File: src/rtl/multi_syncer_edge_det_pkg.sv
// general_syncer_pkg: edge-select encodings and counter-width helper shared by the syncer block.
package general_syncer_pkg;
  localparam logic [1:0] EDGE_NONE = 2'b00;
  localparam logic [1:0] EDGE_RISE = 2'b01;
  localparam logic [1:0] EDGE_FALL = 2'b10;
  localparam logic [1:0] EDGE_BOTH = 2'b11;
  function automatic int clog2(input int v);
    int r;
    r = 0;
    while ((1 << r) < v) r++;
    return r;
  endfunction
endpackage

File: src/rtl/multi_syncer_edge_det_if.sv
// multi_syncer_edge_det_if: level inputs, edge selects and filtered outputs of the syncer block.
interface multi_syncer_edge_det_if #(parameter int CH_NUM = 4);
  logic [CH_NUM-1:0]   data_unsync_i;
  logic [2*CH_NUM-1:0] edge_sel_i;
  logic [CH_NUM-1:0]   evt_clr_i;
  logic [CH_NUM-1:0]   level_o;
  logic [CH_NUM-1:0]   rise_o;
  logic [CH_NUM-1:0]   fall_o;
  logic [CH_NUM-1:0]   edge_o;
  logic [CH_NUM-1:0]   evt_flag_o;
  modport master (output data_unsync_i, edge_sel_i, evt_clr_i,
                  input  level_o, rise_o, fall_o, edge_o, evt_flag_o);
  modport slave  (input  data_unsync_i, edge_sel_i, evt_clr_i,
                  output level_o, rise_o, fall_o, edge_o, evt_flag_o);
endinterface

File: src/rtl/multi_syncer_edge_det_filter_ch.sv
// syncer_filter_ch: one channel's sync chain, persistence filter, edge pulses and (STICKY_EVENT_EN) sticky flag.
module syncer_filter_ch
  import general_syncer_pkg::*;
#(
  parameter int   SYNC_STAGES = 2,
  parameter int   FILT_LEN    = 4,
  parameter logic RST_VAL     = 1'b0
) (
  input  logic       clk_i,
  input  logic       rst_n_i,
  input  logic       data_i,
  input  logic [1:0] edge_sel_i,
  input  logic       evt_clr_i,
  output logic       level_o,
  output logic       rise_o,
  output logic       fall_o,
  output logic       edge_o,
  output logic       evt_flag_o
);
  localparam int CW = clog2(FILT_LEN + 1);
  logic [SYNC_STAGES-1:0] sync_q;
  logic [CW-1:0]          cnt_q;
  logic                   sync_v;
  logic                   upd;
  assign sync_v = sync_q[SYNC_STAGES-1];
  // level follows only after FILT_LEN consecutive disagreeing samples
  assign upd = (sync_v != level_o) && (cnt_q == CW'(FILT_LEN - 1));
  always_ff @(posedge clk_i or negedge rst_n_i) begin
    if (!rst_n_i) begin
      sync_q  <= {SYNC_STAGES{RST_VAL}};
      cnt_q   <= '0;
      level_o <= RST_VAL;
      rise_o  <= 1'b0;
      fall_o  <= 1'b0;
      edge_o  <= 1'b0;
    end else begin
      sync_q  <= {sync_q[SYNC_STAGES-2:0], data_i};
      cnt_q   <= (sync_v == level_o || upd) ? '0 : cnt_q + 1'b1;
      level_o <= upd ? sync_v : level_o;
      rise_o  <= upd & sync_v;
      fall_o  <= upd & ~sync_v;
      edge_o  <= upd && ((edge_sel_i & (sync_v ? EDGE_RISE : EDGE_FALL)) != EDGE_NONE);
    end
  end
`ifdef STICKY_EVENT_EN
  always_ff @(posedge clk_i or negedge rst_n_i) begin
    if (!rst_n_i) evt_flag_o <= 1'b0;
    else          evt_flag_o <= edge_o | (evt_flag_o & ~evt_clr_i);
  end
`else
  logic unused_clr;
  assign unused_clr = evt_clr_i;
  assign evt_flag_o = 1'b0;
`endif
endmodule

File: src/rtl/multi_syncer_edge_det.sv
// multi_syncer_edge_det: CH_NUM independent async-level synchronisers with glitch filter and edge pulses.
// Optional sticky event flags are built when STICKY_EVENT_EN is defined.
module multi_syncer_edge_det #(
  parameter int              CH_NUM      = 4,
  parameter int              SYNC_STAGES = 2,
  parameter int              FILT_LEN    = 4,
  parameter logic [CH_NUM-1:0] RST_VAL   = '0
) (
  input logic                     clk_i,
  input logic                     rst_n_i,
  multi_syncer_edge_det_if.slave  bus
);
  logic [CH_NUM-1:0] level, rise, fall, edg, flag;
  for (genvar c = 0; c < CH_NUM; c++) begin : g_ch
    syncer_filter_ch #(
      .SYNC_STAGES(SYNC_STAGES),
      .FILT_LEN   (FILT_LEN),
      .RST_VAL    (RST_VAL[c])
    ) u_ch (
      .clk_i     (clk_i),
      .rst_n_i   (rst_n_i),
      .data_i    (bus.data_unsync_i[c]),
      .edge_sel_i(bus.edge_sel_i[2*c+:2]),
      .evt_clr_i (bus.evt_clr_i[c]),
      .level_o   (level[c]),
      .rise_o    (rise[c]),
      .fall_o    (fall[c]),
      .edge_o    (edg[c]),
      .evt_flag_o(flag[c])
    );
  end
  assign bus.level_o    = level;
  assign bus.rise_o     = rise;
  assign bus.fall_o     = fall;
  assign bus.edge_o     = edg;
  assign bus.evt_flag_o = flag;
endmodule

File: src/flat_wrapper.sv
// flat-port wrapper written by rule: the top's interface ports become plain ports
module multi_syncer_edge_det_flat 
#(
  parameter int              CH_NUM      = 4,
  parameter int              SYNC_STAGES = 2,
  parameter int              FILT_LEN    = 4,
  parameter logic [CH_NUM-1:0] RST_VAL   = '0
)
  (clk_i, rst_n_i, bus_data_unsync_i, bus_edge_sel_i, bus_evt_clr_i, bus_level_o, bus_rise_o, bus_fall_o, bus_edge_o, bus_evt_flag_o);
  multi_syncer_edge_det_if #(.CH_NUM(CH_NUM)) bus_i ();
  input logic clk_i;
  input logic rst_n_i;
  input wire logic [$bits(bus_i.data_unsync_i)-1:0] bus_data_unsync_i;
  input wire logic [$bits(bus_i.edge_sel_i)-1:0] bus_edge_sel_i;
  input wire logic [$bits(bus_i.evt_clr_i)-1:0] bus_evt_clr_i;
  output wire logic [$bits(bus_i.level_o)-1:0] bus_level_o;
  output wire logic [$bits(bus_i.rise_o)-1:0] bus_rise_o;
  output wire logic [$bits(bus_i.fall_o)-1:0] bus_fall_o;
  output wire logic [$bits(bus_i.edge_o)-1:0] bus_edge_o;
  output wire logic [$bits(bus_i.evt_flag_o)-1:0] bus_evt_flag_o;
  assign bus_i.data_unsync_i = bus_data_unsync_i;
  assign bus_i.edge_sel_i = bus_edge_sel_i;
  assign bus_i.evt_clr_i = bus_evt_clr_i;
  assign bus_level_o = bus_i.level_o;
  assign bus_rise_o = bus_i.rise_o;
  assign bus_fall_o = bus_i.fall_o;
  assign bus_edge_o = bus_i.edge_o;
  assign bus_evt_flag_o = bus_i.evt_flag_o;
  multi_syncer_edge_det #(.CH_NUM(CH_NUM), .SYNC_STAGES(SYNC_STAGES), .FILT_LEN(FILT_LEN), .RST_VAL(RST_VAL)) u_core (.clk_i(clk_i), .rst_n_i(rst_n_i), .bus(bus_i));
endmodule
File: config.mk
export PLATFORM = sky130hd
export DESIGN_NAME = multi_syncer_edge_det_flat
export DESIGN_NICKNAME = d
export VERILOG_FILES = /design/src/rtl/multi_syncer_edge_det_pkg.sv /design/src/rtl/multi_syncer_edge_det_if.sv /design/src/rtl/multi_syncer_edge_det_filter_ch.sv /design/src/rtl/multi_syncer_edge_det.sv /design/src/flat_wrapper.sv
export SDC_FILE = /design/constraint.sdc
export NUM_CORES = 1
export LEC_CHECK = 0
export ABC_AREA = 1
export CAP_MARGIN = 20
export CELL_PAD_IN_SITES_DETAIL_PLACEMENT = 1
export CELL_PAD_IN_SITES_GLOBAL_PLACEMENT = 1
export CORE_MARGIN = 3
export CORE_UTILIZATION = 33
export DETAILED_ROUTE_END_ITERATION = 6
export GPL_TIMING_DRIVEN = 0
export PLACE_DENSITY_LB_ADDON = 0.1
export SYNTH_ARGS = -nofsm -noshare
export SYNTH_HDL_FRONTEND = slang
export SYNTH_SLANG_ARGS = --single-unit
File: constraint.sdc
create_clock -name clk_i -period 1.1 [get_ports clk_i]
set_input_delay 0.275 -clock clk_i [delete_from_list [all_inputs] [get_ports clk_i]]
set_output_delay 0.275 -clock clk_i [all_outputs]
set_load 0.1 [all_outputs]
==> reports/qor.yml <==
yosys:
  synth_top_area_cell: "dfrtp_1"
  ys_types: 14
  synth_area_leaders: "dfrtp_1, buf_4, ha_1, nor2_1, inv_1"
  synth_top_area_share: 0.5612
  synth-seq-cells: 36
  syn_area_um2: 1605
  avgSynthCellArea_um2: 10.10
  yosys-top-cells-count: "dfrtp_1, nor2_1, inv_1, buf_4, nand2_1"
  synthFlopType: "dfrtp_1"
  yosysWarnings: 0
  synth_cells: 159
  synthMostInstantiatedCell: "dfrtp_1"
  synth-async-reset-ratio: 1.000
  synth_seq_area_share: 0.5612
  synth_edf_count: 0
hold_path:
  hp-class: "in -> async"
routing:
  via_per_inst: 4.155
  wire_per_inst_um: 12.68
  postRouteAntennaNets: 0
  num_vias: 1072
  drt_iter0_markers: 13
  dr.pass1.iters: 4
  wl_mm: 3.271
  drc: 0
pwr:
  intPower_mw: 3.470
  combPwrFrac: 0.491
  pwr-share-seq: 0.315
  ir_worst_vdd_mv: 1.454
  leakagePower_nw: 1.126
  clockPowerShare: 0.194
  power_switching_mw: 2.432
  p_per_area_nw_per_um2: 2435
  p_sw_frac: 0.4121
worst_setup_path:
  crit_family: "flip-flops"
  worst_path_max_delay_cell: "dfrtp_2"
  required_ps: 820
  crit_path_max_incr_delay_ps: 420
  worstPathArrival_ps: 990
  critical_path.endpoint_type: "output port"
  crit_chain: "buf_6 > buf_12"
  path_class: "reg -> out"
  start_kind: "flop"
  path_buf_inv: 2
  path_max_fanout: 3
timing:
  tightest_slew_ps: 791.7
  hold_viol: 0
  slew_headroom: 0.4722
  clock.fmax_ghz: 0.7925
  skew_ps: 4.851
  finalMaxSlewViolations: 0
  worst_slack_ps: -161.9
  min_period_over_period: 1.147
  finalSetupViolations: 17
  min_period_ps: 1262
  rsz0062_at_grt: "true"
global_routing:
  grt_max_degree: 37
  grtUsageTotal: 0.1184
  grt_pass1_wl_mm: 4.919
  grt_overflow_total: 0
  grt_pass1_vias: 1129
  antenna_found_initial: 0
final_layout:
  fillers: 468
  nNetsFinal: 222
  final_util: 0.5345
  fin_cells: 258
  areaGrowthSynthToFinish_pct: 50.97
  diodes: 0
  fin_area_um2: 2424
  drive_gt1_frac: 0.4301
run:
  maxCapViolations: 0
clocking:
  path_clk_slew_ps: 70
  cts_tree: "yes"
  numCtsBuffers: 5
  cts_sinks: 36
  clockRootBuffer: "clkbuf_8"
  ctsHtreeMaxLevel: 2
  clock_path_buffers: 2
  clk_latency_ps: 290
run_status:
  status: "finished with violations"
  violations: "setup timing"
place:
  io_buffer_count: 29
  dp_hpwl_mm: 2.091
  place.gp.congestion: 0.7426
  dp.cells: 256
  postPlaceCellArea_um2: 1983
die:
  die_x_um: 75.75
  coreArea_um2: 4534
  ios: 38
  fp.dieH_um: 75.75
  dieArea_um2: 5737
  start_util: 0.3540
  rows: 24
cell usage in the layout, fill, tap and decap left out, types with 5 or more instances in the layout:
master,n
nand2_1,13
inv_1,19
clkbuf_8,5
buf_12,16
dfrtp_1,35
buf_4,13
nor2_2,6
ha_4,9
clkdlybuf4s50_1,12
inv_2,7
nor2_1,18
power by group through the flow:
stage                     logic [mW]  clock network (mW)  registers [mW]
after floorplan                 1.56                   0            1.75
after global routing            3.14                1.24            1.90
after CTS                       2.37                1.18            1.84
after detailed placement        1.97                   0            1.79
after global placement          1.88                   0            1.77
final                           2.90                1.14            1.86
logic make-up (layout without fill, tap and decap cells):
| group | count (synthesis) | count (layout) | share of synthesized area |
|---|---|---|---|
| compound gates | 7 | 7 | 0.02182 |
| fa+ha+maj | 12 | 12 | 0.09353 |
| buf+inv | 49 | 80 | 0.1613 |
| flops | 36 | 36 | 0.5612 |
| other cells | 1 | 4 | 0.002336 |
| simple gates | 54 | 54 | 0.1598 |
flip-flops by register name, summed over array words and instances, names as in the netlist:
signal and count:
u_core.g_ch.u_ch.level_o 4, u_core.g_ch.u_ch.sync_q 8, u_core.g_ch.u_ch.fall_o 4, u_core.g_ch.u_ch.edge_o 4, u_core.g_ch.u_ch.cnt_q 12, u_core.g_ch.u_ch.rise_o 4
stage by stage:
| step | total power, mW | setup TNS (ps) | hold WS, ps | worst slack, ps |
|---|---|---|---|---|
| finish | 5.902 | -820.6 | 63.18 | -161.9 |
| global placement | 3.655 | -48850 | 333.6 | -1041 |
| CTS | 5.399 | -1036 | 95.12 | -194.6 |
| global route | 6.278 | -1565 | 131.0 | -199.0 |
| detailed placement | 3.766 | -12190 | 339.7 | -809.0 |
| floorplan | 3.308 | 0 | -20.59 | 34.19 |
layout make-up:
class	count	area, µm²	share of cell area
flip-flops and latches	36	902.1	0.3722
repair buffers	38	513.0	0.2117
multi-input cells	77	661.9	0.2731
inverters	29	116.4	0.04801
clock buffers	6	72.57	0.02994
well taps	65	81.33	0.03356
plain buffers	5	41.29	0.01704
clock inverters	2	35.03	0.01446
worst paths after layout:
| path | startpoint | to | slack, ps | cells after the start |
|---|---|---|---|---|
| max reg2reg | u_core.g_ch[0].u_ch.cnt_q[0] | u_core.g_ch[0].u_ch.level_o | -20 | 5 |
| min reg2reg | u_core.g_ch[1].u_ch.sync_q[0] | u_core.g_ch[1].u_ch.sync_q[1] | 350 | 0 |
| max in group asynchronous | rst_n_i | u_core.g_ch[0].u_ch.level_o | 480 | 1 |
| min | rst_n_i | u_core.g_ch[3].u_ch.edge_o | 60 | 1 |
| min in group clk_i | u_core.g_ch[1].u_ch.sync_q[0] | u_core.g_ch[1].u_ch.sync_q[1] | 350 | 0 |
| max | u_core.g_ch[0].u_ch.level_o | bus_level_o[0] | -160 | 2 |
repair_timing:
| action | 4_1_cts | 5_1_grt |
|---|---|---|
| resized for setup | 169 | 35 |
| gates cloned | 0 | 0 |
| pin swaps | 9 | 11 |
| buffers inserted | 4 | 5 |
| setup endpoints to repair | 34 | 32 |
| hold buffers | 0 | 0 |
routing by layer:
layer / track usage / part of all wire / wire (µm) / vias up
li1: - / - / - / 521
met3: 0.05145 / 0.035 / 116 / 7
met1: 0.1325 / 0.39 / 1272 / 518
met2: 0.1977 / 0.56 / 1819 / 26
met4: 0.04660 / 0.019 / 63 / 0
met5: 0 / 0 / 0 / -
No activity file was read; power rests on OpenSTA's default activity.
